==> config.mk <==
export PLATFORM = sky130hd
export DESIGN_NAME = boot_seq
export DESIGN_NICKNAME = d
export VERILOG_FILES = /design/src/rtl/boot_seq_pkg.sv /design/src/rtl/boot_seq.sv
export SDC_FILE = /design/constraint.sdc
export NUM_CORES = 1
export LEC_CHECK = 0
export ABC_AREA = 1
export ABC_CLOCK_PERIOD_IN_PS = 4600
export CORE_MARGIN = 4
export CORE_UTILIZATION = 45
export DETAILED_ROUTE_END_ITERATION = 6
export GPL_TIMING_DRIVEN = 0
export HOLD_SLACK_MARGIN = 0.06
export PLACE_DENSITY = 0.71
export SETUP_SLACK_MARGIN = 0.02
export SKIP_LAST_GASP = 1
export SYNTH_ARGS = -nofsm -noshare
export SYNTH_HDL_FRONTEND = slang
export SYNTH_SLANG_ARGS = --single-unit
==> constraint.sdc <==
create_clock -name clk -period 4.6 [get_ports clk]
set_input_delay 0.46 -clock clk [delete_from_list [all_inputs] [get_ports clk]]
set_output_delay 0.46 -clock clk [all_outputs]
set_load 0.02 [all_outputs]
==> src/rtl/boot_seq_pkg.sv <==
// Shared definitions for the post-reset boot sequencer.
// Contents: FSM state encoding, PSRAM init opcodes, command table lookup,
// and a small constant-max helper used for counter sizing.
package boot_seq_pkg;

    typedef enum logic [2:0] {
        ST_PWRUP,
        ST_MRST,
        ST_CMD,
        ST_WAIT,
        ST_GAP,
        ST_RETRY,
        ST_STAGE,
        ST_DONE
    } state_t;

    localparam logic [7:0] CMD_RSTEN = 8'h66;
    localparam logic [7:0] CMD_RST   = 8'h99;
    localparam logic [7:0] CMD_QPI   = 8'h35;

    localparam int unsigned SEQ_LEN = 3;
    localparam int unsigned IDX_W   = 2;

    // Command table SEQ[0..2]; out-of-range indices fall back to the last entry.
    function automatic logic [7:0] seq_code(input logic [IDX_W-1:0] idx);
        case (idx)
            2'd0:    seq_code = CMD_RSTEN;
            2'd1:    seq_code = CMD_RST;
            default: seq_code = CMD_QPI;
        endcase
    endfunction

    function automatic int unsigned umax(input int unsigned a, input int unsigned b);
        umax = (a > b) ? a : b;
    endfunction

endpackage

==> src/rtl/boot_seq.sv <==
// Post-reset boot sequencer: waits for PSRAM power-up, releases the memory
// controller reset, issues the PSRAM init commands with timeout/retry, then
// releases the staged resets one by one and flags done or error.
// Ports:
//   clk, rst          - clk_1x clock, synchronous active-high system reset
//   mem_rst           - memory controller reset (active-high)
//   mem_cmd_valid/ready/code/done - command port to the memory controller
//   rst_stage         - per-stage resets, bit 0 released first
//   boot_done         - sticky success flag
//   boot_err          - sticky failure flag (retries exhausted)
module boot_seq
    import boot_seq_pkg::*;
#(
    parameter int unsigned PWRUP_CYCLES  = 3800,
    parameter int unsigned MEMRST_CYCLES = 8,
    parameter int unsigned CMD_GAP       = 4,
    parameter int unsigned TIMEOUT       = 1024,
    parameter int unsigned MAX_RETRY     = 2,
    parameter int unsigned N_STAGES      = 3,
    parameter int unsigned STAGE_GAP     = 16
) (
    input  logic                clk,
    input  logic                rst,
    output logic                mem_rst,
    output logic                mem_cmd_valid,
    input  logic                mem_cmd_ready,
    output logic [7:0]          mem_cmd_code,
    input  logic                mem_cmd_done,
    output logic [N_STAGES-1:0] rst_stage,
    output logic                boot_done,
    output logic                boot_err
);

    // Counter covers every interval it times, so it can never wrap.
    localparam int unsigned CNT_MAX = umax(umax(PWRUP_CYCLES, TIMEOUT),
                                           umax(umax(MEMRST_CYCLES, CMD_GAP), STAGE_GAP));
    localparam int unsigned CNT_W   = $clog2(CNT_MAX + 1);
    localparam int unsigned RTY_W   = $clog2(MAX_RETRY + 2);

    state_t                state, state_nxt;
    logic [CNT_W-1:0]      cnt, cnt_nxt;
    logic [IDX_W-1:0]      idx, idx_nxt;
    logic [RTY_W-1:0]      retry, retry_nxt;
    logic                  mem_rst_nxt, valid_nxt, done_nxt, err_nxt;
    logic [7:0]            code_nxt;
    logic [N_STAGES-1:0]   stage_nxt;

    // State and registered outputs.
    always_ff @(posedge clk) begin
        if (rst) begin
            state         <= ST_PWRUP;
            cnt           <= '0;
            idx           <= '0;
            retry         <= '0;
            mem_rst       <= 1'b1;
            mem_cmd_valid <= 1'b0;
            mem_cmd_code  <= 8'h00;
            rst_stage     <= '1;
            boot_done     <= 1'b0;
            boot_err      <= 1'b0;
        end else begin
            state         <= state_nxt;
            cnt           <= cnt_nxt;
            idx           <= idx_nxt;
            retry         <= retry_nxt;
            mem_rst       <= mem_rst_nxt;
            mem_cmd_valid <= valid_nxt;
            mem_cmd_code  <= code_nxt;
            rst_stage     <= stage_nxt;
            boot_done     <= done_nxt;
            boot_err      <= err_nxt;
        end
    end

    // Next-state and next-output logic.
    always_comb begin
        state_nxt   = state;
        cnt_nxt     = cnt;
        idx_nxt     = idx;
        retry_nxt   = retry;
        mem_rst_nxt = mem_rst;
        valid_nxt   = mem_cmd_valid;
        code_nxt    = mem_cmd_code;
        stage_nxt   = rst_stage;
        done_nxt    = boot_done;
        err_nxt     = boot_err;

        case (state)
            ST_PWRUP: begin
                cnt_nxt = cnt + CNT_W'(1);
                if (cnt == CNT_W'(PWRUP_CYCLES - 1)) begin
                    state_nxt   = ST_MRST;
                    mem_rst_nxt = 1'b0;
                end
            end
            ST_MRST: begin
                cnt_nxt = cnt + CNT_W'(1);
                idx_nxt = '0;
                if (cnt == CNT_W'(MEMRST_CYCLES - 1)) begin
                    state_nxt = ST_CMD;
                    valid_nxt = 1'b1;
                    code_nxt  = seq_code('0);
                end
            end
            ST_CMD: begin
                // Valid is held until the controller accepts.
                if (mem_cmd_ready) begin
                    state_nxt = ST_WAIT;
                    valid_nxt = 1'b0;
                end
            end
            ST_WAIT: begin
                cnt_nxt = cnt + CNT_W'(1);
                // Completion takes priority over a coincident timeout.
                if (mem_cmd_done) begin
                    state_nxt = ST_GAP;
                end else if (cnt == CNT_W'(TIMEOUT - 1)) begin
                    state_nxt   = ST_RETRY;
                    mem_rst_nxt = (retry < RTY_W'(MAX_RETRY));
                end
            end
            ST_GAP: begin
                cnt_nxt = cnt + CNT_W'(1);
                if (cnt == CNT_W'(CMD_GAP - 1)) begin
                    if (idx == IDX_W'(SEQ_LEN - 1)) begin
                        state_nxt = ST_STAGE;
                        stage_nxt = rst_stage << 1;
                    end else begin
                        state_nxt = ST_CMD;
                        idx_nxt   = idx + IDX_W'(1);
                        valid_nxt = 1'b1;
                        code_nxt  = seq_code(idx + IDX_W'(1));
                    end
                end
            end
            ST_RETRY: begin
                cnt_nxt = cnt + CNT_W'(1);
                if (retry >= RTY_W'(MAX_RETRY)) begin
                    // Still release the stages so the CPU can report the failure.
                    state_nxt = ST_STAGE;
                    err_nxt   = 1'b1;
                    stage_nxt = rst_stage << 1;
                end else if (cnt == CNT_W'(MEMRST_CYCLES - 1)) begin
                    state_nxt   = ST_MRST;
                    retry_nxt   = retry + RTY_W'(1);
                    mem_rst_nxt = 1'b0;
                end
            end
            ST_STAGE: begin
                cnt_nxt = cnt + CNT_W'(1);
                if (rst_stage == '0) begin
                    state_nxt = ST_DONE;
                    done_nxt  = ~boot_err;
                end else if (cnt == CNT_W'(STAGE_GAP - 1)) begin
                    stage_nxt = rst_stage << 1;
                    cnt_nxt   = '0;
                end
            end
            ST_DONE: begin
                // Terminal until rst.
            end
            default: begin
                state_nxt = ST_PWRUP;
            end
        endcase

        if (state_nxt != state) begin
            cnt_nxt = '0;
        end
    end

endmodule

======== Yosys cells after proc, flatten, opt, wreduce, memory -nomap -nowiden ========
Index checks and enable logic that the tools add are counted.
word-level totals
  flip-flop bits (word level) ............. 34
  latch bits .............................. 0
  memory bits (writable) .................. 0
  ROM bits ................................ 0
  input port bits ......................... 4
  output and inout port bits .............. 15
  word-level logic and storage cells ...... 101
  memories kept ........................... 0
operators by class
  add/sub/neg operators ................... 3
  multipliers ............................. 0
  divide/modulo/power cells ............... 0
  order comparisons ....................... 2
  equality and inequality tests ........... 27
  shifts and indexed selects .............. 0
  muxes and demuxes ....................... 39
  bitwise gates (word level) .............. 2
  reduce and logical (&&, ||, !) cells .... 18
operators by type and width
  operator                                                number
  2-to-1 mux 3 bit                                        15
  case mux 8 bit (2 select lines)                         2
  inequality test 2 bit (second input constant)           13
  2-to-1 mux 12 bit                                       2
  2-to-1 mux 8 bit                                        3
  case mux 12 bit (2 select lines)                        1
  case mux 3 bit (7 select lines)                         1
  adder 12 x 1 -> 12 bit (second input constant)          1
  equality test 12 x 10 -> 1 bit (second input constant)  1
  equality test 12 bit (second input constant)            1
  equality test 12 x 2 -> 1 bit (second input constant)   1
  equality test 12 x 3 -> 1 bit (second input constant)   1
  equality test 12 x 4 -> 1 bit (second input constant)   1
  AND reduction 6 bit                                     2
  equality test 3 bit (second input constant)             3
  2-to-1 mux 1 bit                                        9
  case mux 3 bit (3 select lines)                         1
  nonzero test 3 bit                                      3
  equality test 3 x 2 -> 1 bit (second input constant)    2
  logical NOT 3 bit                                       2
  case mux 1 bit (3 select lines)                         2
  AND reduction 3 bit                                     2
  AND reduction 5 bit                                     1
  OR reduction 5 bit                                      1
  other kinds (15)                                        20

======== Longest topological paths before layout ========
Gate-level depths: netlist of run 1.
  depth after elaboration ................. 6
  gate-level depth with buffers ........... 14
  depth with buffers taken out ............ 13

======== Least setup slack after synthesis of run 1 ========
OpenSTA, ideal clock, no wires.
  kind .................................... flip-flop to flip-flop
  start ................................... register cnt[0]
  end ..................................... register cnt[10]
  setup time .............................. 119 ps
  data arrival time ....................... 1431 ps
  required time ........................... 4481 ps
  slack ................................... 3051 ps
  cell stages (with the launch flop) ...... 12
  path buffers ............................ 1
  period minus slack after synthesis ...... 1549 ps
  path through ............................ dfxtp_1 ha_1 nand3_1 nor2_1 nand2_1 nand2_1 nand4_1 nand2_1 nand2_1 nand2_2 buf_6 nor2_2
on the way
  longest elaborated chain between the ends .. 6
  elaborated cells between the ends (all ways) .. 19
  those cells by class .................... add/sub: 1; eq/ne: 6; mux: 11; reduce/logical: 1
RTL lines
  what                                                            line            source
  start, declared                                                 boot_seq.sv:41  logic [CNT_W-1:0] cnt, cnt_nxt;
  start signal, assigned                                          boot_seq.sv:63  cnt <= cnt_nxt;
  branches (longest 6 deep; another with adder 12 x 1 -> 12 bit)  --
Several ways; the timed one is not identified.
A chain may end at the register's enable or synchronous reset.

======== Worst setup path after layout of run 1 ========
  start ................................... register cnt[0]
  end ..................................... register cnt[7]
The elaborated chain is that of the path after synthesis.

==> impl_metrics.csv, run 1 <==
group,metric,value,unit
outcome,status,"complete, no violations",
yosys,syn_area_per_cell,6.615,sq um
routing,drt-initial-drc-count,121,
pwr,p_seq_frac,0.525,
placed_design,place_congestion,0.9022,
placed_design,placed_cells,349,
sta,worst_slew_pin_slew,0.4873,ns
yosys,syn_nets,293,
floorplanning,io_pins,19,
final_layout,final_util,0.5474,
clock_network,cts_buffers,5,
floorplanning,die_w,72.39,um
sta,fin_skew,0.003552,ns
placed_design,place_ws,2.681,ns
yosys,ys.flop_type,"dfxtp_1",
critical_path,r2r_cells,11,
critical_path,crit_required,4.78,ns
pwr,peakVddDrop,0.0001568,V
clock_network,post_cts_buffers,0,
sta,fmax,532.4,MHz
floorplanning,num_rows,23,
grt,grt_pass1_wl,6996,um
pwr,swShare,0.2254,
sta,setup_slack,2.722,ns
clock_network,clock_latency,0.28,ns
sta,tns,0,ns
yosys,ys.warnings.count,0,
final_layout,antenna_cells,0,
pwr,p_leak,0.9971,nW
floorplanning,die_y,72.39,um
yosys,yosysSeqAreaShare,0.3219,
min_path,min_path_cells,1,
clock_network,root_buffer,"clkbuf_8",
clock_network,cts_num_sinks,30,
grt,busiest_layer,"met2",
yosys,ys_types,30,
clock_network,cts_tree,"yes",
sta,period_needed,1.878,ns
sta,hold_viol,0,
job,cap_viol_max_count,0,
grt,grt.met1_usage,0.2231,
routing,drc,0,
routing,wl,3902,um
critical_path,criticalPathCategory,"reg -> reg",
sta,setup_viol_count_final,0,
routing,antenna_left,0,
floorplanning,start_util,0.4664,
pwr,finalPower,0.0005039,W
pwr,p_sw,0.0001136,W
pwr,comb_power_share,0.037,
yosys,synth_edf_count,0,
clock_network,htreeDepth,2,
clock_network,cts.hold.buffers_added,0,
sta,slew_violations,0,
grt,overflow,0,
clock_network,clk_pin_slew,0.06,ns
pwr,powerDensity,230.1,nW/um^2
sta,slew_headroom,0.6751,
yosys,synth_area,1866,sq um
floorplanning,die_area,5240,sq um
critical_path,arrival,2.05,ns
clock_network,clock_path_buffers,2,
routing,routed_via_density,4.826,
critical_path,endpoint_kind,"flip-flop",
grt,antenna_found_initial,0,
floorplanning,core_area,4000,sq um
placed_design,dp_hpwl,3034,um
sta,finalCritPeriodShare,0.4083,
clock_network,cts_resized,0,
min_path,hp-class,"reg -> reg",
final_layout,final_nets,317,
grt,grt_usage,0.1662,
grt,grt_pass1_vias,1630,
final_layout,area_growth,17.37,%
final_layout,fin_cells,357,
routing,first_pass_iters,4,
routing,post_drt_wl_per_cell,10.93,um
yosys,ys_ff_latch,30,
yosys,netlist_instances,282,
critical_path,crit_path_start_kind,"flip-flop",
grt,gr-usage-met3,0.03878,
placed_design,place.port_buffers,17,
yosys,async_flop_share,0,
grt,grt_max_degree,11,
final_layout,drive_above_1_share,0.1596,
routing,num_vias,1723,
grt,met2_usage,0.2659,
critical_path,cp_max_fo,10,
pwr,clockPowerShare,0.438,
pwr,internal-power,0.0003903,W
sta,rsz0062_at_grt,"no",
[path summary, 6_finish.rpt]
path | start | to | slack (ns)
worst max-delay path | cnt[0]$_SDFFE_PP0P_ | cnt[7]$_SDFFE_PP0P_ | 2.72
worst min register to register | boot_err$_SDFFE_PP0P_ | boot_done$_SDFFE_PP0P_ | 0.46
worst max register to register | cnt[0]$_SDFFE_PP0P_ | cnt[7]$_SDFFE_PP0P_ | 2.72
worst min-delay path | boot_err$_SDFFE_PP0P_ | boot_done$_SDFFE_PP0P_ | 0.46
[layout make-up]
class	count	area, sq um
multi-input combinational	205	1045
fill	401	1810
tap	50	62.56
timing repair buffer	17	170.2
inverter	35	131.4
buffer	12	88.84
clock inverter	1	5.005
clock buffer	7	86.33
sequential	30	600.6
[state kept, by name, summed over array words and instances, names as in the netlist]
name	cells
boot_err	1
mem_rst	1
idx	2
mem_cmd_valid	1
boot_done	1
mem_cmd_code	4
cnt	12
rst_stage	3
state	3
retry	2
[Yosys cell counts, types with 2 or more instances]
master | instances | area, sq um
nor2_1 | 44 | 165.2
dfxtp_1 | 30 | 600.6
nand3_1 | 23 | 115.1
xor2_1 | 4 | 35.03
nand2_2 | 5 | 31.28
o21ai_0 | 18 | 90.09
inv_1 | 27 | 101.4
buf_6 | 2 | 22.52
ha_1 | 7 | 87.58
o21ai_1 | 2 | 10.01
nor2_4 | 2 | 22.52
nand2_1 | 57 | 214.0
o21a_1 | 2 | 15.01
nor3_1 | 4 | 20.02
a21oi_1 | 8 | 40.04
inv_2 | 8 | 30.03
buf_2 | 2 | 10.01
nand4_1 | 7 | 43.79
buf_4 | 7 | 52.55
nor2_2 | 13 | 81.33
[cell usage in the layout (no fill, tap or decap), drive strengths merged]
master	n
o21a	2
nand2	62
xnor2	1
a21oi	9
nor3b	1
xor2	4
a22oi	1
o21bai	1
nand3	24
clkbuf	8
inv	35
or2	1
dfxtp	30
clkinv	1
clkdlybuf4s50	17
nand4	7
buf	11
o211ai	1
o21ai	20
nor2	59
nor3	5
ha	7
[through the flow]
stage / instance area, sq um / hold WS (ns)
after global routing: 2190 / 0.4948
final: 2190 / 0.4617
after floorplan: 1866 / 0.4626
after detailed placement: 2098 / 0.4593
after CTS: 2190 / 0.4689
after global placement: 2098 / 0.4492
[worst max-delay path: stages (launching register included)]
cell	delay, ns
dfxtp_1	0.38
ha_1	0.24
nand3_1	0.17
nor2_1	0.15
nand2_1	0.10
nand2_1	0.16
nand4_1	0.11
nand2_1	0.06
nand2_1	0.07
nand2_2	0.11
buf_6	0.17
nor2_2	0.04
[per-layer routing]
layer	vias to the layer above	share of wire
met5	-	0
met3	5	0.052
met2	31	0.43
met4	0	0.012
li1	938	-
met1	749	0.50
[power groups by stage]
stage / Sequential, W / Clock (W) / Combinational, W
3_3_place_gp: 0.000270 / 0 / 0.0000182
6_report: 0.000265 / 0.000221 / 0.0000185
4_1_cts: 0.000265 / 0.000224 / 0.0000189
2_1_floorplan: 0.000270 / 0 / 0.0000132
5_1_grt: 0.000265 / 0.000232 / 0.0000212
3_5_place_dp: 0.000270 / 0 / 0.0000185
[logic make-up (layout without fill, tap and decap cells)]
kind of cell / after synthesis / count (layout) / share of synthesized area
AO/OA/AOI/OAI: 34 / 34 / 0.09994
XOR/XNOR: 5 / 5 / 0.02347
adder cells (fa/ha/maj): 7 / 7 / 0.04695
buffers and inverters: 47 / 72 / 0.1180
flip-flops: 30 / 30 / 0.3219
AND/OR/NAND/NOR: 159 / 159 / 0.3897
Note: power is estimated with default switching activity, not from simulation.
==> inputs of run 2 (changes only) <==
--- a/config.mk
+++ b/config.mk
@@ -6,7 +6,7 @@
 export NUM_CORES = 1
 export LEC_CHECK = 0
 export ABC_AREA = 1
-export ABC_CLOCK_PERIOD_IN_PS = 4600
+export ABC_CLOCK_PERIOD_IN_PS = 1900
 export CORE_MARGIN = 4
 export CORE_UTILIZATION = 45
 export DETAILED_ROUTE_END_ITERATION = 6
==> constraint.sdc (replaced) <==
create_clock -name clk -period 1.9 [get_ports clk]
set_input_delay 0.19 -clock clk [delete_from_list [all_inputs] [get_ports clk]]
set_output_delay 0.19 -clock clk [all_outputs]
set_load 0.02 [all_outputs]
==> run 2 against run 1 <==
Net effect:
- utilization increased by 1.8 points
- setup slack got worse by 2.5 ns
- sequential power increased by 140%
- non-clock buffer count increased by 2
- cell count increased by 0.56%
- clock power increased by 140%
- final area increased by 3.4%
- clock skew increased by 0.0014 ns
- wire length increased by 4.8%
- critical endpoint is now cnt[11]$_SDFFE_PP0P_
- largest power group unchanged
==> impl_metrics.csv, run 2 (synthesis results as in run 1) <==
group,metric,value,unit
final_layout,final_area,2263,sq um
floorplanning,num_rows,23,
critical_path,crit_path_start_kind,"flip-flop",
grt,grt_pass1_vias,1630,
grt,grt_usage,0.1662,
floorplanning,core_area,4000,sq um
critical_path,r2r_cells,12,
sta,hold_viol,0,
floorplanning,die_w,72.39,um
sta,worst_slew_pin_slew,0.4924,ns
grt,antenna_found_initial,0,
floorplanning,io_pins,19,
critical_path,cp_max_fo,10,
clock_network,clock_latency,0.28,ns
grt,grt_max_degree,11,
clock_network,clk_pin_slew,0.06,ns
sta,period_needed,1.726,ns
critical_path,endpoint_kind,"flip-flop",
pwr,peakVddDrop,0.0003797,V
sta,fmax,579.3,MHz
sta,setup_viol_count_final,0,
final_layout,final_common_cell,"nand2_1",
routing,num_vias,1745,
critical_path,cp_common_cell,"nor2_2",
min_path,min_path_cells,2,
sta,tns,0,ns
critical_path,critPathTopFamily,"simple AND/OR/NAND/NOR gates",
routing,wl,4088,um
critical_path,criticalPathCategory,"reg -> reg",
routing,post_drt_wl_per_cell,11.39,um
routing,first_pass_iters,4,
final_layout,most-common-layout-cells,"54 x nand2_1, 40 x nor2_1, 28 x dfxtp_1",
placed_design,place_ws,0.06862,ns
sta,holdWs,0.3211,ns
job,cap_viol_max_count,0,
floorplanning,start_util,0.4664,
final_layout,largest_reg_flops,12,
final_layout,final_nets,319,
placed_design,place_area,2098,sq um
final_layout,drive_above_1_share,0.2104,
critical_path,arrival,1.95,ns
sta,slew_violations,0,
final_layout,top_regs,"cnt (12), mem_cmd_code (4)",
routing,routed_via_density,4.861,
floorplanning,die_y,72.39,um
clock_network,cts_num_sinks,30,
grt,grt_pass1_wl,6996,um
routing,drc,0,
clock_network,cts_tree,"yes",
critical_path,slowest_delay,0.37,ns
floorplanning,die_area,5240,sq um
critical_path,crit_required,2.12,ns
placed_design,dp_hpwl,3034,um
min_path,hp-class,"in -> reg",
sta,setup_slack,0.1738,ns
sta,fin_skew,0.004979,ns
clock_network,clock_path_buffers,2,
final_layout,area_growth,21.33,%
pwr,powerDensity,539.8,nW/um^2
outcome,status,"complete, no violations",
critical_path,path_cells,"ha_4, nand2_1, nor2_4, nand3_2, nand2_2, nand2_1, nor2_2, nor2_1, nor2_2, nand2_2, buf_6, nor2_2",
final_layout,antenna_cells,0,
placed_design,place_congestion,0.9022,
placed_design,place.port_buffers,17,
pwr,p_leak,1.012,nW
critical_path,path_depth,12,
clock_network,root_buffer,"clkbuf_8",
routing,antenna_left,0,
routing,drt-initial-drc-count,111,
clock_network,htreeDepth,2,
final_layout,top_register,"cnt",
sta,finalCritPeriodShare,0.9085,
sta,rsz0062_at_grt,"no",
clock_network,cts_buffers,5,
clock_network,cts.hold.buffers_added,0,
critical_path,crit_buf_inv,1,
sta,slew_headroom,0.6717,
critical_path,cpMaxStageDelayCell,"dfxtp_4",
grt,overflow,0,
## run 2: area by class of cell
class | instances | area (sq um)
plain buffers | 12 | 88.84
inverters | 35 | 131.4
multi-input cells | 205 | 1099
well taps | 50 | 62.56
clock buffers | 7 | 86.33
flip-flops and latches | 30 | 605.6
repair buffers | 19 | 185.2
clock inverters | 1 | 5.005
fillers | 398 | 1737
## run 2: where the power goes
part	switching, W	internal, W	total [W]
Sequential	0.00000868	0.000635	0.000644
Clock	0.000237	0.000292	0.000529
Combinational	0.0000280	0.0000212	0.0000492
## run 2: layer usage
metal  vias up  part of all wire  global-route usage
met4         0            0.0032             0.04918
met5         -                 0                   0
met1       766              0.49              0.2231
met3         2             0.049             0.03878
met2        36              0.46              0.2659
li1        941                 -                   -
## run 2: worst register-to-register path, cell delays in order, from the launching register on
cell	delay, ns
dfxtp_4	0.37
ha_4	0.16
nand2_1	0.09
nor2_4	0.16
nand3_2	0.13
nand2_2	0.09
nand2_1	0.06
nor2_2	0.13
nor2_1	0.06
nor2_2	0.11
nand2_2	0.08
buf_6	0.16
nor2_2	0.08
## run 2: worst paths after layout
path	from	slack [ns]	end
setup reg to reg	cnt[0]$_SDFFE_PP0P_	0.17	cnt[11]$_SDFFE_PP0P_
hold / removal	rst	0.32	boot_err$_SDFFE_PP0P_
hold reg to reg	boot_err$_SDFFE_PP0P_	0.46	boot_done$_SDFFE_PP0P_
setup / recovery	cnt[0]$_SDFFE_PP0P_	0.17	cnt[11]$_SDFFE_PP0P_
## run 2: what timing repair did
action	in CTS	in global routing
gates cloned	0	0
gates resized for setup	1	16
setup buffers	0	2
pin swaps	0	3
setup endpoints to repair	5	14
## run 2: metrics by stage
step | util | power, W | instances
final | 0.5658 | 0.001222 | 359
after floorplan | - | 0.0006854 | 282
after CTS | 0.5480 | 0.001229 | 357
after detailed placement | 0.5246 | 0.0006993 | 349
after global placement | 0.5246 | 0.0006984 | 349
after global routing | 0.5658 | 0.001263 | 359
==> inputs of run 3 (changes only) <==
--- a/config.mk
+++ b/config.mk
@@ -7,6 +7,7 @@
 export LEC_CHECK = 0
 export ABC_AREA = 1
 export ABC_CLOCK_PERIOD_IN_PS = 1900
+export CAP_MARGIN = 10
 export CORE_MARGIN = 4
 export CORE_UTILIZATION = 45
 export DETAILED_ROUTE_END_ITERATION = 6
==> results of run 3 <==
Final layout, timing and power as in run 2 (identical DEF).
